### src/rtl/rv32_core_pkg.sv
// ============================================================================
// Module      : rv32_core_pkg
// Description : Shared types and constants for the RV32 core front end.
// Revision    : 1.0 - initial release
// ============================================================================
`default_nettype none

package rv32_core_pkg;

    localparam int          XLEN      = 32;
    localparam logic [31:0] NOP_INSTR = 32'h0000_0013;

    typedef enum logic [1:0] {
        S_REQ  = 2'd0,
        S_WAIT = 2'd1,
        S_KILL = 2'd2,
        S_HOLD = 2'd3
    } fetch_state_e;

endpackage : rv32_core_pkg

`default_nettype wire

### src/rtl/next_pc_sel.sv
// ============================================================================
// Module      : next_pc_sel
// Description : Redirect selection, JALR bit-0 clear, misalign detect, PC+4.
// Revision    : 1.0 - initial release
// ============================================================================
`default_nettype none

module next_pc_sel
    import rv32_core_pkg::*;
#(
    parameter logic [XLEN-1:0] TRAP_VEC = 32'h0000_0100
) (
    input  logic [XLEN-1:0] i_pc,
    input  logic            i_jalr_taken,
    input  logic [XLEN-1:0] i_jalr_target,
    input  logic            i_branch_taken,
    input  logic [XLEN-1:0] i_branch_target,
    output logic            o_redirect,
    output logic            o_misalign,
    output logic [XLEN-1:0] o_redirect_pc,
    output logic [XLEN-1:0] o_pc_plus4
);

    logic [XLEN-1:0] w_target;
    logic            w_unused;

    // JALR wins when both resolve together
    assign w_target      = i_jalr_taken ? {i_jalr_target[XLEN-1:1], 1'b0} : i_branch_target;
    assign w_unused      = i_jalr_target[0];
    assign o_redirect    = i_jalr_taken | i_branch_taken;
    assign o_misalign    = w_target[1];
    assign o_redirect_pc = w_target[1] ? TRAP_VEC : w_target;
    assign o_pc_plus4    = i_pc + 32'd4;

endmodule : next_pc_sel

`default_nettype wire

### src/rtl/pc_fetch_unit.sv
// ============================================================================
// Module      : pc_fetch_unit
// Description : RV32 fetch PC and single-outstanding instruction fetch FSM.
// Revision    : 1.0 - initial release
// ============================================================================
`default_nettype none

module pc_fetch_unit
    import rv32_core_pkg::*;
#(
    parameter logic [31:0] RESET_PC = 32'h0000_0000,
    parameter logic [31:0] TRAP_VEC = 32'h0000_0100
) (
    input  logic        clk,
    input  logic        rst_n,
    input  logic        Stall,
    input  logic        JalrTaken,
    input  logic [31:0] JalrTarget,
    input  logic        BranchTaken,
    input  logic [31:0] BranchTarget,
    output logic        ImemReq,
    output logic [31:0] ImemAddr,
    input  logic        ImemReady,
    input  logic        ImemRvalid,
    input  logic [31:0] ImemRdata,
    output logic        InstrValid,
    output logic [31:0] Instr,
    output logic [31:0] InstrPc,
    output logic        MisalignTrap
);

    fetch_state_e r_state;
    fetch_state_e w_state_next;

    logic [31:0] r_pc;
    logic [31:0] r_req_pc;
    logic [31:0] r_hold_instr;
    logic [31:0] r_hold_pc;
    logic        r_instr_valid;
    logic [31:0] r_instr;
    logic [31:0] r_instr_pc;
    logic        r_trap;

    logic        w_redirect;
    logic        w_misalign;
    logic [31:0] w_redirect_pc;
    logic [31:0] w_pc_plus4;
    logic        w_accept;
    logic        w_deliver_mem;
    logic        w_deliver_hold;
    logic        w_hold_store;

    next_pc_sel #(
        .TRAP_VEC        (TRAP_VEC)
    ) u_next_pc_sel (
        .i_pc            (r_pc),
        .i_jalr_taken    (JalrTaken),
        .i_jalr_target   (JalrTarget),
        .i_branch_taken  (BranchTaken),
        .i_branch_target (BranchTarget),
        .o_redirect      (w_redirect),
        .o_misalign      (w_misalign),
        .o_redirect_pc   (w_redirect_pc),
        .o_pc_plus4      (w_pc_plus4)
    );

    assign w_accept       = ImemReq & ImemReady;
    assign w_deliver_mem  = (r_state == S_WAIT) & ImemRvalid & ~Stall & ~w_redirect;
    assign w_deliver_hold = (r_state == S_HOLD) & ~Stall & ~w_redirect;
    assign w_hold_store   = (r_state == S_WAIT) & ImemRvalid & Stall & ~w_redirect;

    always_ff @(posedge clk or negedge rst_n) begin
        if (!rst_n) begin
            r_state <= S_REQ;
        end else begin
            r_state <= w_state_next;
        end
    end

    always_comb begin
        w_state_next = r_state;
        case (r_state)
            S_REQ: begin
                if (w_accept) begin
                    w_state_next = w_redirect ? S_KILL : S_WAIT;
                end
            end
            S_WAIT: begin
                if (ImemRvalid) begin
                    w_state_next = (Stall && !w_redirect) ? S_HOLD : S_REQ;
                end else if (w_redirect) begin
                    w_state_next = S_KILL;
                end
            end
            S_KILL: begin
                // A stale response must drain before a new request may issue
                if (ImemRvalid) begin
                    w_state_next = S_REQ;
                end
            end
            S_HOLD: begin
                if (w_redirect || !Stall) begin
                    w_state_next = S_REQ;
                end
            end
            default: w_state_next = S_REQ;
        endcase
    end

    always_comb begin
        ImemReq  = rst_n & (r_state == S_REQ) & ~Stall;
        ImemAddr = r_pc;
    end

    always_ff @(posedge clk or negedge rst_n) begin
        if (!rst_n) begin
            r_pc          <= RESET_PC;
            r_req_pc      <= RESET_PC;
            r_hold_instr  <= NOP_INSTR;
            r_hold_pc     <= '0;
            r_instr_valid <= 1'b0;
            r_instr       <= NOP_INSTR;
            r_instr_pc    <= '0;
            r_trap        <= 1'b0;
        end else begin
            r_trap <= w_redirect & w_misalign;
            if (w_redirect) begin
                r_pc <= w_redirect_pc;
            end else if (w_accept) begin
                r_pc <= w_pc_plus4;
            end
            if (w_accept) begin
                r_req_pc <= r_pc;
            end
            if (w_hold_store) begin
                r_hold_instr <= ImemRdata;
                r_hold_pc    <= r_req_pc;
            end
            if (w_redirect) begin
                r_instr_valid <= 1'b0;
            end else if (w_deliver_mem) begin
                r_instr_valid <= 1'b1;
                r_instr       <= ImemRdata;
                r_instr_pc    <= r_req_pc;
            end else if (w_deliver_hold) begin
                r_instr_valid <= 1'b1;
                r_instr       <= r_hold_instr;
                r_instr_pc    <= r_hold_pc;
            end else if (!Stall) begin
                r_instr_valid <= 1'b0;
            end
        end
    end

    assign InstrValid   = r_instr_valid;
    assign Instr        = r_instr;
    assign InstrPc      = r_instr_pc;
    assign MisalignTrap = r_trap;

endmodule : pc_fetch_unit

`default_nettype wire

### config.mk
export PLATFORM = sky130hd
export DESIGN_NAME = pc_fetch_unit
export DESIGN_NICKNAME = d
export VERILOG_FILES = /design/src/rtl/rv32_core_pkg.sv /design/src/rtl/next_pc_sel.sv /design/src/rtl/pc_fetch_unit.sv
export SDC_FILE = /design/constraint.sdc
export NUM_CORES = 1
export LEC_CHECK = 0
export ABC_AREA = 1
export CORE_UTILIZATION = 55
export DETAILED_ROUTE_END_ITERATION = 16
export PLACE_DENSITY = 0.89
export SYNTH_ARGS = -nofsm -noshare
export SYNTH_HDL_FRONTEND = slang
export SYNTH_SLANG_ARGS = --single-unit
### constraint.sdc
create_clock -name clk -period 2.2 [get_ports clk]
set_input_delay 0.22 -clock clk [delete_from_list [all_inputs] [get_ports clk]]
set_output_delay 0.22 -clock clk [all_outputs]
set_load 0.02 [all_outputs]
==> results.cfg, run 1 <==
[outcome]
run_status = completed

[logic_synthesis]
ys_seq_area_frac = 0.5171
syn_area_um2 = 9305
syn_avg_cell_area_um2 = 8.084
yosys_register_bits = 192
yosys_warnings = 0
synth_top_area_share = 0.5002
post-synth-top-count-cell = nand2_1
synth-edff-count = 0
ys_async_sr_fraction = 1.000
yosysTopAreaCell = dfrtp_1
synth_common_cells = nand2_1, dfrtp_1, nor2_1, a21oi_1, o21ai_1
netlist_instances = 1151
synth.area.top_cells = dfrtp_1, nand2_1, nor2_1
synth.distinct_cells = 36
ys.flop_type = dfrtp_1

[timing]
min_period_ns = 1.842
hold_viol = 0
drv_slew = 0
finalSetupViolations = 0
rsz0062_at_grt = no
fin_tns_setup_ns = 0
skew_ns = 0.006890
worst_slew_pin_slew_ns = 0.9537
fmax_mhz = 543.0
max_slew_margin = 0.3642
min_period_over_period = 0.8372
postLayoutSetupSlackWorst_ns = 0.3582

[final_layout]
final_cells = 1566
final_core_util = 0.7375
syn2layout_area_growth_pct = 30.97
drive_above_1_share = 0.07875
fin_area_um2 = 12190
seq_area_um2 = 4812
antenna_cells = 0
multi_input_area_um2 = 3904
final_net_count = 1437
n_fill_cell = 1240

[grt]
grt_usage = 0.2952
grt_max_degree = 183
antenna_found_initial = 0
grt_pass1_vias = 8320
grt_overflow_total = 0
grt_pass1_wl_um = 41090

[critical_path]
critPathCaptureType = flip-flop
start_kind = flip-flop
worstPathMaxFanout = 31
critPathKind = flip-flop to flip-flop
cp.arrival_ns = 2.17
worstPathRequired_ns = 2.53

[pwr]
power.static_leakage_nw = 5.738
ir_worst_vdd_uv = 737.9
power_density_nw_per_um2 = 1080

[clocking]
cts_tree = built
clk_latency_ns = 0.43
numCtsBuffers = 17
cts.sinks = 192
cts_root_buf = clkbuf_16
htree_num_levels = 4
clock_path_buffers = 2
clk_pin_slew_worst_paths_ns = 0.07

[job]
cap_violations = 0

[detailed_routing]
drc = 0
via_per_inst = 5.458
drt_iter0_drc = 504
ant_nets = 0
via_count = 8548
wl_um = 24720
wl_per_cell_um = 15.78
dr.pass1.iters = 5

[die]
die_height_um = 132.1
rows = 47
dieArea_um2 = 17440
ios = 202
core_um2 = 16520
die_width_um = 132.1
start_util = 0.5631

[hold_path]
hp-class = primary input to async pin

[placement]
gp_congestion = 0.9377
port_buffers = 198
dp_slack_ns = 0.03997
hpwl_um = 17220
dpl_cell_area_um2 = 11520
placed_cells = 1533
-- final cells by class --
cell class	instances	area share
clock inverter	13	0.01715
multi-input combinational	827	0.3203
sequential	192	0.3949
tap	220	0.02259
inverter	70	0.02156
timing repair buffer	225	0.1872
clock buffer	19	0.03634
-- cells in the final DEF, fill, tap and decap left out, types with 3 or more instances in the layout --
master           Yosys  routed
a21oi_1             83      83
buf_4               11      19
nand2_1            317     317
o211ai_1            22      22
dfrtp_1            186     186
bufinv_16            0       5
o21ai_0             49      49
clkdlybuf4s50_1      0     196
nor2_4               4       4
buf_12               0       7
nor2_1             139     139
clkinv_4             0       3
or2_2               21      21
a31oi_1              4       4
nand3_1             69      69
inv_2                6       6
inv_1               64      64
clkbuf_16            0      17
dfstp_2              6       6
mux2_2               6       6
clkinv_2             0       3
o21ai_1             70      70
mux2_1              18      18
-- registers in the layout, indices dropped and copies added, names as in the netlist --
signal        cells
r_req_pc         31
Instr            32
r_hold_pc        31
r_hold_instr     32
ImemAddr         31
r_state           2
InstrPc          31
InstrValid        1
MisalignTrap      1
-- timing repair --
item                                    4_1_cts  5_1_grt
resized for setup                             0        1
hold buffers                                  1        0
endpoints found under the hold margin        10        0
buffers inserted                              0        0
endpoints found under the setup margin        0        1
-- per-layer routing --
layer / part of all wire / vias up / routed length (um) / GRT usage
met5: 0 / - / 0 / 0
met2: 0.49 / 357 / 12090 / 0.4921
met1: 0.42 / 4043 / 10420 / 0.3895
met3: 0.073 / 41 / 1808 / 0.05921
li1: - / 4107 / - / -
met4: 0.016 / 0 / 399 / 0.09238
-- where the power goes --
part	switching (mW)	total, mW	internal [mW]
Sequential	0.911	5.77	4.86
Clock	1.32	3.37	2.05
Combinational	2.14	4.02	1.88
Total	4.37	13.2	8.79
-- per-stage QoR --
stage / hold WS, ns / power, mW
finish: 0.2537 / 13.16
global route: 0.2543 / 13.85
CTS: 0.2635 / 13.22
detailed placement: 0.07169 / 9.801
global placement: 0.06961 / 9.582
floorplan: -0.07559 / 7.738
-- worst paths after layout --
kind / from / end / slack, ns / cells after the start
max: r_state[1] / ImemAddr[14] / 0.36 / 7
min: rst_n / r_hold_instr[25] / 0.25 / 2
min in group clk: ImemRdata[0] / r_hold_instr[0] / 0.37 / 3
max in group asynchronous: rst_n / r_hold_instr[3] / 0.77 / 3
min reg2reg: r_hold_instr[1] / r_hold_instr[1] / 0.46 / 2
max reg2reg: r_state[1] / ImemAddr[14] / 0.36 / 7
-- logic make-up after synthesis --
group | share of synthesized area
AND/OR/NAND/NOR | 0.2513
AO/OA/AOI/OAI | 0.1361
flip-flops | 0.5171
buffers and inverters | 0.06374
multiplexers | 0.02904
adder cells (fa/ha/maj) | 0.001344
other | 0.0004030
XOR/XNOR | 0.0009414
-- worst max-delay path, cell delays in order, from the launching register on --
cell and delay [ns]:
dfrtp_1 0.44, nor2_1 0.22, nand4_1 0.21, nand2_1 0.38, buf_12 0.23, nand2_1 0.08, a21oi_1 0.11, nor2_1 0.05
No activity file was read; power rests on OpenSTA's default activity.
==> run 2: changes to the inputs <==
- CORE_UTILIZATION: 55 -> 46
- PLACE_DENSITY: 0.89 -> 0.79
- clock period: 2.2 -> 1.6 ns (I/O delays scaled with it)
==> run 2 against run 1 <==
Net effect: critical endpoint is now Instr[20]; sequential share of layout area fell by 5.7 points; via count rose by 11%; highest routed layer unchanged; the flow now finishes with violations (setup timing); flip-flop and latch count did not move; clock power rose by 34%; hold slack improved by 0.070 ns; sequential power rose by 42%.
==> results.cfg, run 2 (synthesis gave the netlist of run 1 again) <==
[outcome]
run_status = finished with violations
violations = setup timing

[detailed_routing]
ant_nets = 0
dr.pass1.iters = 5
drt-met1-wl_um = 12580
met2WireLength_um = 15920
top_layer = met4
drc = 0
wl_per_cell_um = 18.72
via_per_inst = 5.519
dr_wl_met3_um = 2609
wl_um = 32050
via_count = 9448
drt_iter0_drc = 678

[pwr]
power.static_leakage_nw = 7.144
power_switching_mw = 6.929
p_int_mw = 12.69
ir_worst_vdd_uv = 798.1
seq_power_share = 0.418
p_total_mw = 19.62
power_density_nw_per_um2 = 1374
swShare = 0.3532
pwr-share-comb = 0.351
share_clk_of_total_power = 0.230

[timing]
fmax_mhz = 579.9
rsz0062_at_grt = yes
hold_viol = 0
hold_slack_ns = 0.3236
skew_ns = 0.01080
min_period_ns = 1.724
max_slew_margin = 0.4494
drv_slew = 0
min_period_over_period = 1.078
postLayoutSetupSlackWorst_ns = -0.1244
finalSetupViolations = 113
worst_slew_pin_slew_ns = 0.8260

[hold_path]
hp-class = primary input to flip-flop

[clocking]
cts_tree = built
numCtsBuffers = 17
cts.sinks = 192
clk_latency_ns = 0.43
cts_root_buf = clkbuf_16
clock_path_buffers = 2
clk_pin_slew_worst_paths_ns = 0.07
htree_num_levels = 4

[grt]
grt_pass1_wl_um = 43580
grt_usage = 0.2734
grt_max_degree = 151
grt_overflow_total = 0
grt_pass1_vias = 8613
antenna_found_initial = 0

[final_layout]
antenna_cells = 0
mostFrequentLayoutCell = nand2_1
n_fill_cell = 1417
drive_above_1_share = 0.2522
mostFrequentLayoutCells = nand2_1, dfrtp_1, clkdlybuf4s50_1, nor2_1, a21oi_1
syn2layout_area_growth_pct = 53.42
final_net_count = 1538

[placement]
port_buffers = 198
gp_congestion = 0.8720
hpwl_um = 18740
dp_slack_ns = -0.2272

[die]
die_height_um = 144.2
start_util = 0.4735
dieArea_um2 = 20800
core_um2 = 19650
die_width_um = 144.2
rows = 51
ios = 202

[job]
cap_violations = 0

[critical_path]
start_kind = flip-flop
critPathKind = flip-flop to flip-flop
critPathCaptureType = flip-flop
worstPathRequired_ns = 1.93
cp.arrival_ns = 2.05
worstPathMaxFanout = 21
## run 2: cell types whose count changed in the layout (fill, tap and decap cells not counted), moves of 23 or more
cell,change
dlymetal6s2s_1,+31
o21ai_2,+23
nor2_1,-31
nand2_1,-64
clkdlybuf4s50_1,-73
dlygate4sd2_1,+40
nand2_2,+37
nor2_2,+25
nand2_4,+25
buf_4,+46
## run 2: power by group through the flow
stage	Sequential, mW	Clock, mW	Combinational, mW
5_1_grt	8.37	4.72	7.41
3_5_place_dp	7.94	0	5.80
3_3_place_gp	7.87	0	5.61
6_report	8.21	4.52	6.89
4_1_cts	7.89	4.51	5.85
2_1_floorplan	8.62	0	2.02
## run 2: what timing repair did
action / 4_1_cts / 5_1_grt
endpoints found under the hold margin: 186 / 0
endpoints found under the setup margin: 151 / 173
gates cloned: 3 / 21
resized for setup: 87 / 230
buffers inserted: 6 / 15
pin swaps: 5 / 9
hold buffers: 1 / 0
## run 2: stage by stage
stage / instance area, um^2 / std cells / TNS [ns] / utilization
final: 14280 / 1712 / -5.587 / 0.7264
after global routing: 14280 / 1712 / -10.46 / 0.7264
after CTS: 13010 / 1678 / -0.08549 / 0.6618
after detailed placement: 12150 / 1636 / -26.37 / 0.6183
after global placement: 12150 / 1636 / -23.55 / 0.6183
after floorplan: 9309 / 1152 / 0 / -
## run 2: cell type report
type	instances	area, um^2	share of cell area
clock buffers	23	498.0	0.03488
clock inverters	9	128.9	0.009027
inverters	70	284.0	0.01989
multi-input cells	828	4572	0.3202
flip-flops and latches	192	4817	0.3374
well taps	265	331.6	0.02323
repair buffers	325	3645	0.2553
## run 2: worst paths after layout
path                                      start  slack (ns)           end  depth (start not counted)
max in group asynchronous                 rst_n        0.42      Instr[9]                          3
worst min register to register     r_hold_pc[3]        0.48  r_hold_pc[3]                          2
worst max register to register       r_state[0]       -0.12     Instr[20]                          9
worst min-delay path            BranchTarget[0]        0.32   ImemAddr[0]                          3
worst max-delay path                 r_state[0]       -0.12     Instr[20]                          9
min in group asynchronous                 rst_n        0.48   r_req_pc[8]                          3
## run 2: critical path, cell delays in order, from the launching register on
cell and delay, ns:
dfrtp_1 0.40, buf_6 0.14, inv_4 0.04, nor2_4 0.12
nand2_4 0.08, nor2_4 0.17, buf_4 0.15, buf_6 0.19
a21oi_1 0.09, o21ai_2 0.25
## run 2: routing by layer
metal	vias up	GRT usage
met5	-	0
met4	0	0.1097
met3	89	0.06457
met2	488	0.4472
met1	4538	0.3495
li1	4333	-
==> run 3: changes to the inputs <==
- CORE_UTILIZATION: 46 -> 48
- CTS_BUF_LIST: unset -> sky130_fd_sc_hd__clkbuf_8
- GPL_TIMING_DRIVEN: unset -> 0
- PLACE_DENSITY: 0.79 -> 0.82
- SLEW_MARGIN: unset -> 5
==> run 3 against run 2 <==
Net effect: the run ends with hold timing, setup timing left; core utilization fell by 3.8 points; sequential power down 3.5%; global-route usage fell by 0.12 points; final area decreased by 9.2%; combinational power fell by 20%; worst setup slack improved by 0.0047 ns; register-to-register slack barely moved; maximum frequency increased by 0.27%; flip-flop and latch count did not move.
==> results.cfg, run 3 (synthesis gave the netlist of run 1 again) <==
[die]
core_um2 = 18830
rows = 50
dieArea_um2 = 19950
start_util = 0.4942
die_height_um = 141.2
die_width_um = 141.2
ios = 202

[final_layout]
syn2layout_area_growth_pct = 39.28
mostFrequentLayoutCells = nand2_1, dfrtp_1, nor2_1, clkdlybuf4s50_1, dlygate4sd2_1
mostFrequentLayoutCell = nand2_1
final_net_count = 1514
n_fill_cell = 1485
antenna_cells = 0
seq_area_um2 = 4826
multi_input_area_um2 = 4149
drive_above_1_share = 0.1701

[detailed_routing]
drt_iter0_drc = 744
dr_wl_met3_um = 2426
drc = 0
dr.pass1.iters = 5
via_per_inst = 5.377
met2WireLength_um = 13610
top_layer = met4
wl_per_cell_um = 16.77
via_count = 9050
drt-met1-wl_um = 11420
wl_um = 28230
ant_nets = 0

[grt]
grt_max_degree = 105
antenna_found_initial = 0
grt_pass1_vias = 8374
grt_overflow_total = 0
grt_usage = 0.2722
grt_pass1_wl_um = 42330

[timing]
drv_slew = 0
skew_ns = 0.01421
max_slew_margin = 0.5141
finalSetupViolations = 78
fmax_mhz = 581.5
min_period_over_period = 1.075
postLayoutSetupSlackWorst_ns = -0.1198
hold_viol = 96
min_period_ns = 1.720
rsz0062_at_grt = yes
worst_slew_pin_slew_ns = 0.7288
fin_tns_setup_ns = -3.084
hold_slack_ns = -0.3664

[critical_path]
path_depth = 11
worstPathRequired_ns = 1.96
critPathCaptureType = flip-flop
cp.arrival_ns = 2.08
worstPathMaxFanout = 10
critPathTopFamily = buffers and inverters
worstRegToRegCells = 11
startpoint = r_state[0]
crit_end = InstrPc[19]
cp.buffers_inverters = 5
critPathKind = flip-flop to flip-flop
rrSetupSlack_ns = -0.12
cp_slowest_cell = dfrtp_1
r2r_end = InstrPc[19]
cpPeakStageDelay_ns = 0.42
r2r_start = r_state[0]
start_kind = flip-flop
crit_chain = buf_4 > inv_2 > nor2_4 > nand2_4 > nor2_4 > buf_6 > nor2_4 > buf_6 > buf_6 > nand2_1 > o21ai_1

[outcome]
run_status = finished with violations
violations = hold timing, setup timing

[placement]
gp_congestion = 0.9155
hpwl_um = 19060
port_buffers = 197

[clocking]
cts_root_buf = clkbuf_8
cts_tree = built
clk_pin_slew_worst_paths_ns = 0.10
clock_path_buffers = 2
htree_num_levels = 4
numCtsBuffers = 17
clk_latency_ns = 0.48
cts.sinks = 192

[pwr]
p_total_mw = 16.67
ir_worst_vdd_uv = 646.9
power_density_nw_per_um2 = 1286
power.static_leakage_nw = 6.459

[job]
cap_violations = 0

[hold_path]
hp-class = primary input to async pin
-- run 3: worst min-delay path by stage --
stage	startpoint	to	slack, ns
4_1_cts	rst_n	Instr[24]	-0.34
3_5_place_dp	rst_n	Instr[24]	0.26
6_report	rst_n	Instr[25]	-0.37
5_1_grt	rst_n	r_hold_instr[24]	-0.33
2_1_floorplan	rst_n	ImemAddr[0]	-0.14
3_3_place_gp	r_hold_instr[0]	r_hold_instr[0]	0.45
-- run 3: report_power, final --
group          internal (mW)  switching, mW  total, mW  leakage (nW)
logic                   2.36           3.14       5.50          3.78
registers               6.67           1.25       7.92          2.48
clock network           1.54           1.71       3.24         0.209
total                   10.6           6.10       16.7          6.46
-- run 3: layout make-up --
| class | instances | share of cell area |
|---|---|---|
| flip-flops and latches | 192 | 0.3724 |
| repair buffers | 238 | 0.1855 |
| clock buffers | 21 | 0.02230 |
| multi-input cells | 827 | 0.3201 |
| clock inverters | 11 | 0.008689 |
| inverters | 70 | 0.02143 |
| well taps | 260 | 0.02510 |
| plain buffers | 63 | 0.04402 |
| repair inverters | 1 | 0.0004827 |
-- run 3: per-layer routing --
metal  vias to the layer above  global-route usage
met4                         0             0.09497
li1                       4270                   -
met2                       483              0.4448
met1                      4233              0.3620
met5                         -                   0
met3                        64             0.05367
-- run 3: per-stage QoR --
stage	area (um^2)	std cells	worst slack, ns	hold slack [ns]	util
5_1_grt	12960	1683	-0.1694	-0.3301	0.6882
3_3_place_gp	11610	1609	-7.429	0.4497	0.6163
3_5_place_dp	11640	1610	-0.8215	0.2607	0.6181
4_1_cts	12180	1647	-0.04660	-0.3404	0.6467
2_1_floorplan	9309	1152	0.07106	-0.1356	-
6_report	12960	1683	-0.1198	-0.3664	0.6882
-- run 3: what timing repair did --
| item | CTS | global route |
|---|---|---|
| buffers inserted | 4 | 27 |
| gates cloned | 1 | 9 |
| setup endpoints to repair | 210 | 194 |
| endpoints found under the hold margin | 96 | 96 |
| resized for setup | 152 | 169 |
| pin swaps | 4 | 22 |
